### src/rtl/mmio_controller.sv
`default_nettype none
// ============================================================================
// Module   : mmio_controller
// Purpose  : Memory-mapped I/O target that sits beside DMEM/BIOS in the
//            RISC-V datapath. It buffers UART RX bytes in a small FIFO, holds
//            one pending UART TX byte, and keeps free-running cycle and
//            retired-instruction counters. Load data has one cycle of
//            latency, matching DMEM/BIOS.
// Revision : 1.0 - initial release
// ----------------------------------------------------------------------------
// Ports
//   clk             system clock; all state changes on the rising edge
//   rst_n           asynchronous active-low reset
//   rd_en_i         load to the I/O region this cycle
//   rd_addr_i[31:0] load byte address (bits [1:0] ignored)
//   rd_data_o[31:0] registered load data, valid the cycle after rd_en_i
//   wr_en_i         store to the I/O region this cycle
//   wr_addr_i[31:0] store byte address (bits [1:0] ignored)
//   wr_data_i[31:0] lane-aligned store data
//   wr_mask_i[3:0]  byte write mask
//   inst_retire_i   one instruction commits this cycle
//   rx_data_i[7:0]  byte from UART receiver
//   rx_valid_i      rx_data_i valid
//   rx_ready_o      RX FIFO can accept a byte (not full)
//   tx_data_o[7:0]  byte to UART transmitter
//   tx_valid_o      tx_data_o pending
//   tx_ready_i      transmitter accepts tx_data_o
// Register map (word offset = addr[7:2], selected when addr[31:28]==IO_NIBBLE)
//   0x00 R UART_CTRL {30'b0, rx_nonempty, tx_free}
//   0x04 R UART_RX   {24'b0, FIFO head}, pops when nonempty
//   0x08 W UART_TX   wr_data[7:0] when wr_mask[0]
//   0x10 R CYCLE_CNT
//   0x14 R INST_CNT
//   0x18 W CNT_RST   clears both counters when any mask bit is set
// ============================================================================
module mmio_controller #(
    parameter int         RX_DEPTH  = 8,
    parameter logic [3:0] IO_NIBBLE = 4'h8
) (
    input  logic        clk,
    input  logic        rst_n,
    input  logic        rd_en_i,
    input  logic [31:0] rd_addr_i,
    output logic [31:0] rd_data_o,
    input  logic        wr_en_i,
    input  logic [31:0] wr_addr_i,
    input  logic [31:0] wr_data_i,
    input  logic [3:0]  wr_mask_i,
    input  logic        inst_retire_i,
    input  logic [7:0]  rx_data_i,
    input  logic        rx_valid_i,
    output logic        rx_ready_o,
    output logic [7:0]  tx_data_o,
    output logic        tx_valid_o,
    input  logic        tx_ready_i
);

    localparam int PTR_W = $clog2(RX_DEPTH);
    localparam int CNT_W = PTR_W + 1;

    localparam logic [5:0] c_off_uart_ctrl = 6'h00;
    localparam logic [5:0] c_off_uart_rx   = 6'h01;
    localparam logic [5:0] c_off_uart_tx   = 6'h02;
    localparam logic [5:0] c_off_cycle_cnt = 6'h04;
    localparam logic [5:0] c_off_inst_cnt  = 6'h05;
    localparam logic [5:0] c_off_cnt_rst   = 6'h06;

    typedef enum logic {
        TX_IDLE = 1'b0,
        TX_PEND = 1'b1
    } tx_state_t;

    // ------------------------------------------------------------------
    // Address decode
    // ------------------------------------------------------------------
    logic       w_rd_hit;
    logic       w_wr_hit;
    logic [5:0] w_rd_off;
    logic [5:0] w_wr_off;

    assign w_rd_hit = rd_en_i && (rd_addr_i[31:28] == IO_NIBBLE);
    assign w_wr_hit = wr_en_i && (wr_addr_i[31:28] == IO_NIBBLE);
    assign w_rd_off = rd_addr_i[7:2];
    assign w_wr_off = wr_addr_i[7:2];

    // Address bits outside the decode and the upper store lanes are
    // intentionally don't-care; the register map aliases across addr[27:8].
    logic w_unused;
    assign w_unused = &{1'b0, rd_addr_i[27:8], rd_addr_i[1:0],
                        wr_addr_i[27:8], wr_addr_i[1:0], wr_data_i[31:8]};

    // ------------------------------------------------------------------
    // RX FIFO
    // ------------------------------------------------------------------
    logic [7:0]       fifo_mem_q [RX_DEPTH];
    logic [PTR_W-1:0] rd_ptr_q;
    logic [PTR_W-1:0] wr_ptr_q;
    logic [CNT_W-1:0] count_q;
    logic             w_fifo_empty;
    logic             w_fifo_full;
    logic             w_push;
    logic             w_pop;

    assign w_fifo_empty = (count_q == '0);
    assign w_fifo_full  = (count_q == CNT_W'(RX_DEPTH));
    assign rx_ready_o   = !w_fifo_full;
    assign w_push       = rx_valid_i && !w_fifo_full;
    // An empty UART_RX read returns zero and leaves the pointers alone.
    assign w_pop        = w_rd_hit && (w_rd_off == c_off_uart_rx) && !w_fifo_empty;

    // Storage carries no reset: stale entries are never visible because
    // the head is only read while the count is nonzero.
    always_ff @(posedge clk) begin
        if (w_push) begin
            fifo_mem_q[wr_ptr_q] <= rx_data_i;
        end
    end

    always_ff @(posedge clk or negedge rst_n) begin
        if (!rst_n) begin
            rd_ptr_q <= '0;
            wr_ptr_q <= '0;
            count_q  <= '0;
        end else begin
            if (w_push) begin
                wr_ptr_q <= wr_ptr_q + PTR_W'(1);
            end
            if (w_pop) begin
                rd_ptr_q <= rd_ptr_q + PTR_W'(1);
            end
            case ({w_push, w_pop})
                2'b10:   count_q <= count_q + CNT_W'(1);
                2'b01:   count_q <= count_q - CNT_W'(1);
                default: count_q <= count_q;
            endcase
        end
    end

    // ------------------------------------------------------------------
    // TX holding register
    // ------------------------------------------------------------------
    tx_state_t  tx_state_q;
    tx_state_t  tx_state_d;
    logic [7:0] tx_data_q;
    logic [7:0] tx_data_d;
    logic       w_tx_write;

    assign w_tx_write = w_wr_hit && (w_wr_off == c_off_uart_tx) && wr_mask_i[0];

    // A store that arrives while a byte is pending is dropped, even if the
    // transmitter accepts the pending byte in the same cycle.
    always_comb begin
        tx_state_d = tx_state_q;
        tx_data_d  = tx_data_q;
        case (tx_state_q)
            TX_IDLE: begin
                if (w_tx_write) begin
                    tx_data_d  = wr_data_i[7:0];
                    tx_state_d = TX_PEND;
                end
            end
            TX_PEND: begin
                if (tx_ready_i) begin
                    tx_state_d = TX_IDLE;
                end
            end
            default: tx_state_d = TX_IDLE;
        endcase
    end

    always_ff @(posedge clk or negedge rst_n) begin
        if (!rst_n) begin
            tx_state_q <= TX_IDLE;
            tx_data_q  <= '0;
        end else begin
            tx_state_q <= tx_state_d;
            tx_data_q  <= tx_data_d;
        end
    end

    assign tx_valid_o = (tx_state_q == TX_PEND);
    assign tx_data_o  = tx_data_q;

    // ------------------------------------------------------------------
    // Cycle and retired-instruction counters
    // ------------------------------------------------------------------
    logic [31:0] cycle_cnt_q;
    logic [31:0] cycle_cnt_d;
    logic [31:0] inst_cnt_q;
    logic [31:0] inst_cnt_d;
    logic        w_cnt_clr;

    assign w_cnt_clr = w_wr_hit && (w_wr_off == c_off_cnt_rst) && (|wr_mask_i);

    always_comb begin
        cycle_cnt_d = cycle_cnt_q + 32'd1;
        inst_cnt_d  = inst_cnt_q + {31'd0, inst_retire_i};
        if (w_cnt_clr) begin
            cycle_cnt_d = '0;
            inst_cnt_d  = '0;
        end
    end

    always_ff @(posedge clk or negedge rst_n) begin
        if (!rst_n) begin
            cycle_cnt_q <= '0;
            inst_cnt_q  <= '0;
        end else begin
            cycle_cnt_q <= cycle_cnt_d;
            inst_cnt_q  <= inst_cnt_d;
        end
    end

    // ------------------------------------------------------------------
    // Load data path: counters report their value before this edge's update
    // ------------------------------------------------------------------
    logic [31:0] w_rd_value;
    logic [31:0] rd_data_q;
    logic [31:0] rd_data_d;

    always_comb begin
        w_rd_value = '0;
        if (w_rd_hit) begin
            case (w_rd_off)
                c_off_uart_ctrl: w_rd_value = {30'd0, !w_fifo_empty, !tx_valid_o};
                c_off_uart_rx:   w_rd_value = w_fifo_empty ? 32'd0
                                                           : {24'd0, fifo_mem_q[rd_ptr_q]};
                c_off_cycle_cnt: w_rd_value = cycle_cnt_q;
                c_off_inst_cnt:  w_rd_value = inst_cnt_q;
                default:         w_rd_value = '0;
            endcase
        end
    end

    assign rd_data_d = rd_en_i ? w_rd_value : rd_data_q;

    always_ff @(posedge clk or negedge rst_n) begin
        if (!rst_n) begin
            rd_data_q <= '0;
        end else begin
            rd_data_q <= rd_data_d;
        end
    end

    assign rd_data_o = rd_data_q;

endmodule
`default_nettype wire
### config.mk
export PLATFORM = sky130hd
export DESIGN_NAME = mmio_controller
export DESIGN_NICKNAME = d
export VERILOG_FILES = /design/src/rtl/mmio_controller.sv
export SDC_FILE = /design/constraint.sdc
export NUM_CORES = 1
export LEC_CHECK = 0
export CORE_MARGIN = 2
export CORE_UTILIZATION = 25
export DETAILED_ROUTE_END_ITERATION = 12
export PLACE_DENSITY = 0.47
export SLEW_MARGIN = 5
export SYNTH_ARGS = -nofsm -noshare
export SYNTH_HDL_FRONTEND = slang
export SYNTH_SLANG_ARGS = --single-unit
### constraint.sdc
create_clock -name clk -period 3.1 [get_ports clk]
set_input_delay 0.465 -clock clk [delete_from_list [all_inputs] [get_ports clk]]
set_output_delay 0.465 -clock clk [all_outputs]
set_load 0.03 [all_outputs]
==> results.ini, run 1 <==
[critical_path]
crit_fanout = 18
critPathLaunchType = register
required_ns = 3.45
cp-end-kind = register
cp_data_arrival_time_ns = 2.98
path_class = reg2reg

[power_and_ir_drop]
powerDensity_nw_per_um2 = 553.0
power_mw = 5.632
peakVddDrop_mv = 0.3989
power.leakage_nw = 3.736

[layout]
area_growth_pct = 24.92
final_util_pct = 31.54
finalNonFillerCells = 1201
diodes = 0
multi_input_area_um2 = 3167
nets = 869
final_cell_area_um2 = 10180
regArea_um2 = 4800
drive_above_1_share_pct = 11.59
final_common_cell = dfrtp_1
fillers = 3259
mostFrequentLayoutCells = dfrtp_1 (115), clkdlybuf4s50_1 (87), edfxtp_1 (64), nand2_1 (39), a22o_1 (36)

[sta]
period_needed_ns = 2.628
clock_skew_ns = 0.01116
finalHoldWorstSlack_ns = 0.1031
worstMarginPinSlew_ns = 0.7879
fin_ws_ns = 0.4722
hold_viol = 0
setup_violations = 0
slew_headroom_pct = 47.34
tns_ns = 0
period_share_pct = 84.77
fmax_mhz = 380.5
maxSlewViolCount = 0
rsz0062_at_grt = false

[cts]
cts_setup_buffers = 0
path_clk_slew_ns = 0.07
cts_made_buffers = 17
cts_tree = yes
cts_resized = 0
ctsHoldBuffers = 0
cts_max_level = 4
clock_latency_ns = 0.44
cts_root_buffer = clkbuf_16
clockBufferDepth = 2
cts.sinks = 179

[placement]
io_buffers = 88
pre_cts_slack_ns = 0.1210
place_congestion = 0.7044
dpl.cell_count = 1169
dpl.hpwl_um = 13830
dpl_cell_area_um2 = 9663

[detailed_routing]
antenna_left = 0
dr.pass1.iters = 4
drtIter0Drc = 345
post-route-drc-count = 0
vias = 5590
via_per_inst = 4.654
wl_um = 20430
wl_per_cell_um = 17.01

[die]
core_um2 = 32290
io_pins = 157
row_count = 66
start_util_pct = 25.25
fp.dieH_um = 184.6
fp.dieArea_um2 = 34070
die_w_um = 184.6

[synthesis]
ys_seq_area_share_pct = 58.87
ys_ff_latch = 179
ys.flop_type = dfrtp_1
synth-edff-count = 64
syn_inst = 654
ys_types = 50
synthArstFlopShare_pct = 64.25
yosysWarnings = 0
syn_nets = 777
syn-cell-area_um2 = 8153
avgSynthCellArea_um2 = 12.47

[global_routing]
grt.total_usage_pct = 12.56
busiest_layer = met2
grtUsageMet1_pct = 16.45
grt_pass1_vias = 5685
gr-usage-met2_pct = 20.92
grt_max_degree = 58
antenna_found_initial = 1
use_met3_pct = 2.905
grt_pass1_wl_um = 32650
grt-ovfl-total = 0

[outcome]
status = finished, final reports clean

[worst_hold_path]
hold_path.class = in2async

[flow_run]
drv_cap = 0

## cell type report
cell class / instances / area share (%)
Tap cell: 442 / 5.430
Sequential cell: 179 / 47.13
Clock buffer: 20 / 4.484
Inverter: 10 / 0.3685
Clock inverter: 12 / 0.6388
Multi-Input combinational cell: 423 / 31.09
Timing Repair Buffer: 115 / 10.86
## cell families after synthesis
group / Yosys count / share of synthesized area, %
mux: 44 / 8.026
fa+ha+maj: 8 / 1.228
xor+xnor: 32 / 3.438
compound gates: 133 / 11.54
flops: 179 / 58.87
simple gates: 206 / 14.33
buf+inv: 52 / 2.563
## worst paths after layout
kind	depth (start not counted)	slack [ns]	from	to
max reg2reg	5	0.47	cycle_cnt_q[0]	cycle_cnt_q[24]
min	1	0.10	rst_n	rd_data_o[25]
max	5	0.47	cycle_cnt_q[0]	cycle_cnt_q[24]
max in group asynchronous	2	2.18	rst_n	cycle_cnt_q[17]
min reg2reg	1	0.49	rd_data_o[31]	rd_data_o[31]
min in group clk	1	0.49	rd_data_o[31]	rd_data_o[31]
## registers in the layout (all words and copies together), names as in the netlist
name and cells:
inst_cnt_q 32, wr_ptr_q 3, count_q 4, tx_valid_o 1, rd_data_o 32, tx_data_o 8, fifo_mem_q 64, rd_ptr_q 3
cycle_cnt_q 32
## layer usage
metal / up-vias / share of wire [%]
met3: 16 / 3.5
met5: - / 0.064
met4: 2 / 1.1
met1: 2795 / 47
li1: 2696 / -
met2: 81 / 49
## cell usage after synthesis (7+ instances only)
master	instances	share of area [%]
or4_1	25	2.3
a21oi_1	35	2.1
or3_1	10	0.77
nand2_1	39	1.8
clkbuf_1	30	1.4
xnor2_1	21	2.3
dfrtp_1	115	35
mux2i_1	17	2.1
nor2_1	32	1.5
a22oi_1	7	0.64
xor2_1	11	1.2
nor3_1	10	0.61
ha_1	8	1.2
mux2_2	11	1.5
a22o_1	36	3.9
o31ai_1	22	2.0
and4_1	7	0.75
nand4_1	17	1.3
edfxtp_1	64	24
mux4_2	16	4.4
nor4_1	11	0.84
o21ai_0	14	0.86
nand3_1	21	1.3
inv_1	10	0.46
## worst max-delay path, cell delays in order (launching register included)
cell and delay [ns]:
dfrtp_1 0.44, ha_1 0.27, nand4_1 0.20, or4_1 0.87, or4_1 0.59, a21oi_1 0.16
## power breakdown
| group | internal, mW | switching, mW | total [mW] |
|---|---|---|---|
| combinational | 0.333 | 0.348 | 0.681 |
| clock | 1.05 | 0.917 | 1.97 |
| sequential | 2.73 | 0.256 | 2.98 |
| total | 4.11 | 1.52 | 5.63 |
(Power assumes the default switching activity.)
==> inputs of run 2 (changes only) <==
==> constraint.sdc (replaced) <==
create_clock -name clk -period 2.5 [get_ports clk]
set_input_delay 0.375 -clock clk [delete_from_list [all_inputs] [get_ports clk]]
set_output_delay 0.375 -clock clk [all_outputs]
set_load 0.03 [all_outputs]
==> run 2 against run 1 <==
  * Count of clock-buffer cells in the layout is 3 lower
  * Via count grew 1.9%
  * Sequential share of layout area is 1.5 points lower
  * Critical path type unchanged
==> results.ini, run 2 (same netlist as run 1, synthesis figures left out) <==
[cts]
clock_latency_ns = 0.44
cts_setup_buffers = 0
clockBufferDepth = 2
cts_tree = yes
cts_made_buffers = 17
cts_max_level = 4
path_clk_slew_ns = 0.07
cts.sinks = 179
cts_root_buffer = clkbuf_16

[detailed_routing]
post-route-drc-count = 0
antenna_left = 0
vias = 5695
wl_per_cell_um = 16.49
wl_um = 20280
via_per_inst = 4.630
dr.pass1.iters = 5
drtIter0Drc = 363

[worst_hold_path]
hold_path.class = in2async

[sta]
fmax_mhz = 426.0
maxSlewViolCount = 0
rsz0062_at_grt = false
clock_skew_ns = 0.01050
tns_ns = 0
slew_headroom_pct = 59.12
period_share_pct = 93.91
worstMarginPinSlew_ns = 0.6131
setup_violations = 0
period_needed_ns = 2.348
fin_ws_ns = 0.1523
hold_viol = 0

[layout]
drive_above_1_share_pct = 15.74
mostFrequentLayoutCells = dfrtp_1 (115), clkdlybuf4s50_1 (87), edfxtp_1 (64), buf_4 (52), nand2_1 (39)
nets = 899
final_util_pct = 32.59
fillers = 3247
final_common_cell = dfrtp_1
diodes = 0
top_register = fifo_mem_q
area_growth_pct = 29.05
largest_reg_flops = 64
finalNonFillerCells = 1230

[global_routing]
grt-ovfl-total = 0
grt_max_degree = 58
grt_pass1_vias = 5634
antenna_found_initial = 0
grt.total_usage_pct = 12.38
grt_pass1_wl_um = 32220

[critical_path]
path_class = reg2reg
cp_data_arrival_time_ns = 2.71
cp_slowest_stage_delay_ns = 0.62
critPathLaunchType = register
crit_slowest_cell = or4_1
cpMostUsedCell = or4_1
cp-end-kind = register
path_cells = ha_1 > nand4_1 > or4_1 > buf_12 > or4_1 > a21oi_1
required_ns = 2.86
crit_fanout = 14

[die]
fp.dieArea_um2 = 34070
core_um2 = 32290
die_w_um = 184.6
io_pins = 157
row_count = 66
start_util_pct = 25.25
fp.dieH_um = 184.6

[power_and_ir_drop]
powerDensity_nw_per_um2 = 694.4
peakVddDrop_mv = 0.5174
power.leakage_nw = 3.912

[placement]
io_buffers = 88
pre_cts_slack_ns = -0.1883
dpl.hpwl_um = 13900
place_congestion = 0.7005
dpl.cell_count = 1198

[flow_run]
drv_cap = 0

[outcome]
status = finished, final reports clean

==> run 2: changes by cell type in the layout (fill, tap and decap cells not counted), moves of 2 or more <==
cell,change
buf_12,+3
clkbuf_8,-2
clkinv_2,-2
bufinv_16,+2
inv_6,+4
buf_4,+26
clkinv_1,-5
==> run 2: cell type report <==
class | count | area, um2 | area share [%]
flip-flops and latches | 179 | 4800 | 45.62
multi-input cells | 423 | 3179 | 30.22
repair buffers | 145 | 1371 | 13.03
well taps | 442 | 553.0 | 5.256
clock buffers | 17 | 425.4 | 4.043
clock inverters | 14 | 155.1 | 1.475
inverters | 10 | 37.54 | 0.3568
==> run 2: worst max-delay path: cells and delay by family, from the launching register on <==
family                     cells  cell delay (ns)
buffers and inverters          1             0.19
DFF                            1             0.39
adders and majority gates      1             0.25
and+or+nand+nor                3             1.30
AOI/OAI and AO/OA              1             0.15
==> run 2: what timing repair did <==
| item | 4_1_cts | 5_1_grt |
|---|---|---|
| endpoints found under the hold margin | 29 | 0 |
| setup endpoints to repair | 0 | 2 |
| gates resized for setup | 0 | 1 |
| hold buffers | 1 | 0 |
==> run 2: worst paths after layout <==
kind	slack, ns	depth (start not counted)	endpoint	start
worst min-delay path	0.43	2	rd_data_o[27]	rst_n
max in group asynchronous	1.41	3	inst_cnt_q[13]	rst_n
worst max register to register	0.15	6	cycle_cnt_q[26]	cycle_cnt_q[1]
min in group clk	0.49	2	tx_valid_o	tx_ready_i
worst min register to register	0.50	1	rd_data_o[31]	rd_data_o[31]
worst max-delay path	0.15	6	cycle_cnt_q[26]	cycle_cnt_q[1]
==> run 2: stage by stage <==
stage | hold slack [ns] | area [um2] | total power [mW]
finish | 0.4277 | 10520 | 7.306
global route | 0.4473 | 10520 | 7.700
CTS | 0.4247 | 10520 | 7.429
detailed placement | 0.3577 | 9925 | 4.680
global placement | 0.3595 | 9925 | 4.664
floorplan | 0.07941 | 8159 | 4.210
==> run 2: routing by layer <==
layer | vias to the layer above | global-route usage (%) | share of wire (%)
li1 | 2758 | - | -
met4 | 0 | 3.360 | 1.1
met2 | 80 | 20.45 | 49
met3 | 15 | 2.509 | 2.8
met5 | - | 0 | 0
met1 | 2842 | 16.50 | 47
==> run 2: report_power, final <==
part / internal [mW] / leakage, nW / total (mW) / switching (mW)
sequential: 3.38 / 2.14 / 3.69 / 0.310
combinational: 0.457 / 1.50 / 0.910 / 0.453
clock: 1.48 / 0.271 / 2.70 / 1.22
total: 5.32 / 3.91 / 7.31 / 1.98
==> inputs of run 3 (changes only) <==
--- a/config.mk
+++ b/config.mk
@@ -8,7 +8,7 @@
 export CORE_MARGIN = 2
 export CORE_UTILIZATION = 25
 export DETAILED_ROUTE_END_ITERATION = 12
-export PLACE_DENSITY = 0.47
+export PLACE_DENSITY = 0.49
 export SLEW_MARGIN = 5
 export SYNTH_ARGS = -nofsm -noshare
 export SYNTH_HDL_FRONTEND = slang
==> constraint.sdc (replaced) <==
create_clock -name clk -period 2.01 [get_ports clk]
set_input_delay 0.3015 -clock clk [delete_from_list [all_inputs] [get_ports clk]]
set_output_delay 0.3015 -clock clk [all_outputs]
set_load 0.03 [all_outputs]
==> run 3 against run 2 <==
  * The run now ends with setup timing left
  * Maximum frequency is 16% higher
  * Via count is 7.9% higher
  * Critical path depth stayed put
  * Die area stayed put
  * Non-clock buffer count is 65 higher
  * Clock skew is 0.0041 ns higher
  * Clock power is 29% higher
  * Sequential cell count stayed put
  * Count of clock-buffer cells in the layout stayed put
  * Combinational power is 82% higher
  * Register-to-register slack worse by 0.16 ns
  * Global-route usage is 0.69 points higher
  * Highest routed layer unchanged
==> results.ini, run 3 (same netlist as run 1, synthesis figures left out) <==
[die]
fp.dieH_um = 184.6
start_util_pct = 25.25
core_um2 = 32290
row_count = 66
io_pins = 157
fp.dieArea_um2 = 34070
die_w_um = 184.6

[layout]
finalNonFillerCells = 1296
final_common_cell = dfrtp_1
mostFrequentLayoutCells = dfrtp_1 (114), buf_4 (98), clkdlybuf4s50_1 (85), edfxtp_1 (64), nand2_1 (37)
final_util_pct = 35.69
drive_above_1_share_pct = 29.86
diodes = 0
nets = 964
area_growth_pct = 41.33
top_register = fifo_mem_q
largest_reg_flops = 64

[global_routing]
gr-usage-met2_pct = 21.40
use_met3_pct = 2.569
antenna_found_initial = 0
grt.total_usage_pct = 13.08
grt-ovfl-total = 0
grt_pass1_vias = 6149
grtUsageMet1_pct = 18.02
busiest_layer = met2
grt_pass1_wl_um = 34550
grt_max_degree = 81

[cts]
cts_tree = yes
cts.sinks = 179
cts_root_buffer = clkbuf_16
clockBufferDepth = 2
cts_made_buffers = 17
clock_latency_ns = 0.43
path_clk_slew_ns = 0.08
cts_max_level = 4

[power_and_ir_drop]
p_switching_mw = 2.676
p_int_mw = 6.968
power_frac_seq_pct = 46.7
peakVddDrop_mv = 0.5858
powerDensity_nw_per_um2 = 837.0
power.share.switching_pct = 27.74
clkPwrFrac_pct = 36.0
power_frac_comb_pct = 17.2
power.leakage_nw = 4.391

[placement]
io_buffers = 88
dpl.hpwl_um = 14710
pre_cts_slack_ns = -0.6273
dpl.cell_count = 1247
place_congestion = 0.7160

[sta]
fmax_mhz = 496.0
period_share_pct = 100.3
worstMarginPinSlew_ns = 0.5449
period_needed_ns = 2.016
fin_ws_ns = -0.006269
maxSlewViolCount = 0
rsz0062_at_grt = true
setup_violations = 2
slew_headroom_pct = 63.63
hold_viol = 0
clock_skew_ns = 0.01456

[critical_path]
cp-end-kind = register
crit_fanout = 8
path_class = reg2reg
critPathLaunchType = register
r2r_slack_ns = -0.006
cp_data_arrival_time_ns = 2.38
required_ns = 2.37

[detailed_routing]
vias = 6144
dr.pass1.iters = 5
post-route-drc-count = 0
via_per_inst = 4.741
wl_per_cell_um = 16.80
drtIter0Drc = 396
wl_um = 21770
antenna_left = 0

[flow_run]
drv_cap = 0

[outcome]
violations = setup timing
status = finished with violations

[worst_hold_path]
hold_path.class = in2async

## run 3: cell types whose count changed in the layout (fill, tap and decap cells not counted), moves of 4 or more
cell and change:
buf_4 +46, or4_1 -16, or4_4 +16, a21oi_1 -15, a21oi_2 +15, buf_12 +7, buf_6 +7, ha_1 -6
o31ai_1 -6, o31ai_2 +6, inv_8 +4
## run 3: what timing repair did
item	in CTS	in global routing
gates resized for setup	13	63
hold buffers	1	0
endpoints found under the setup margin	29	36
hold endpoints to repair	115	0
buffers inserted	6	6
pin swaps	7	30
cloned	0	4
## run 3: final cells by class
class / instances / area, um2
fillers: 3170 / 20770
flip-flops and latches: 179 / 4801
multi-input cells: 423 / 3516
repair buffers: 210 / 1998
well taps: 442 / 553.0
clock buffers: 17 / 425.4
clock inverters: 15 / 188.9
inverters: 10 / 40.04
## run 3: routing by layer
metal  vias to the layer above  part of all wire [%]
li1                       2888                     -
met1                      3130                    47
met2                       110                    49
met3                        16                   3.0
met4                         0                  0.81
met5                         -                     0
## run 3: path summary, 6_finish.rpt
kind,cells after the start,startpoint,endpoint
setup / recovery,6,cycle_cnt_q[0],cycle_cnt_q[22]
hold / removal,3,rst_n,rd_data_o[24]
setup reg to reg,6,cycle_cnt_q[0],cycle_cnt_q[22]
hold reg to reg,1,tx_data_o[6],tx_data_o[6]
max in group asynchronous,3,rst_n,rd_ptr_q[0]
min in group clk,2,tx_ready_i,tx_valid_o
## run 3: per-stage QoR
step / power (mW) / hold WS, ns / TNS (ns) / instance area, um2
4_1_cts: 9.711 / 0.4111 / -0.03346 / 11160
2_1_floorplan: 5.288 / 0.005909 / -0.04297 / 8255
3_3_place_gp: 6.118 / 0.3918 / -16.43 / 10440
3_5_place_dp: 6.145 / 0.3872 / -19.50 / 10440
6_report: 9.644 / 0.4145 / -0.008912 / 11520
5_1_grt: 10.18 / 0.4372 / -0.5995 / 11520
## run 3: critical path, cell delays in order, from the launching register on
cell and delay [ns]:
dfrtp_1 0.35, ha_2 0.19, nand4_1 0.12, or4_4 0.49, buf_12 0.17, or4_4 0.51
a21oi_2 0.14
## run 3: power groups by stage
stage                     Sequential, mW  Clock, mW  Combinational, mW
after global placement              4.55          0               1.57
after global routing                4.56       3.76               1.86
after CTS                           4.50       3.58               1.64
final                               4.51       3.48               1.66
after floorplan                     4.55          0              0.734
after detailed placement            4.56          0               1.59
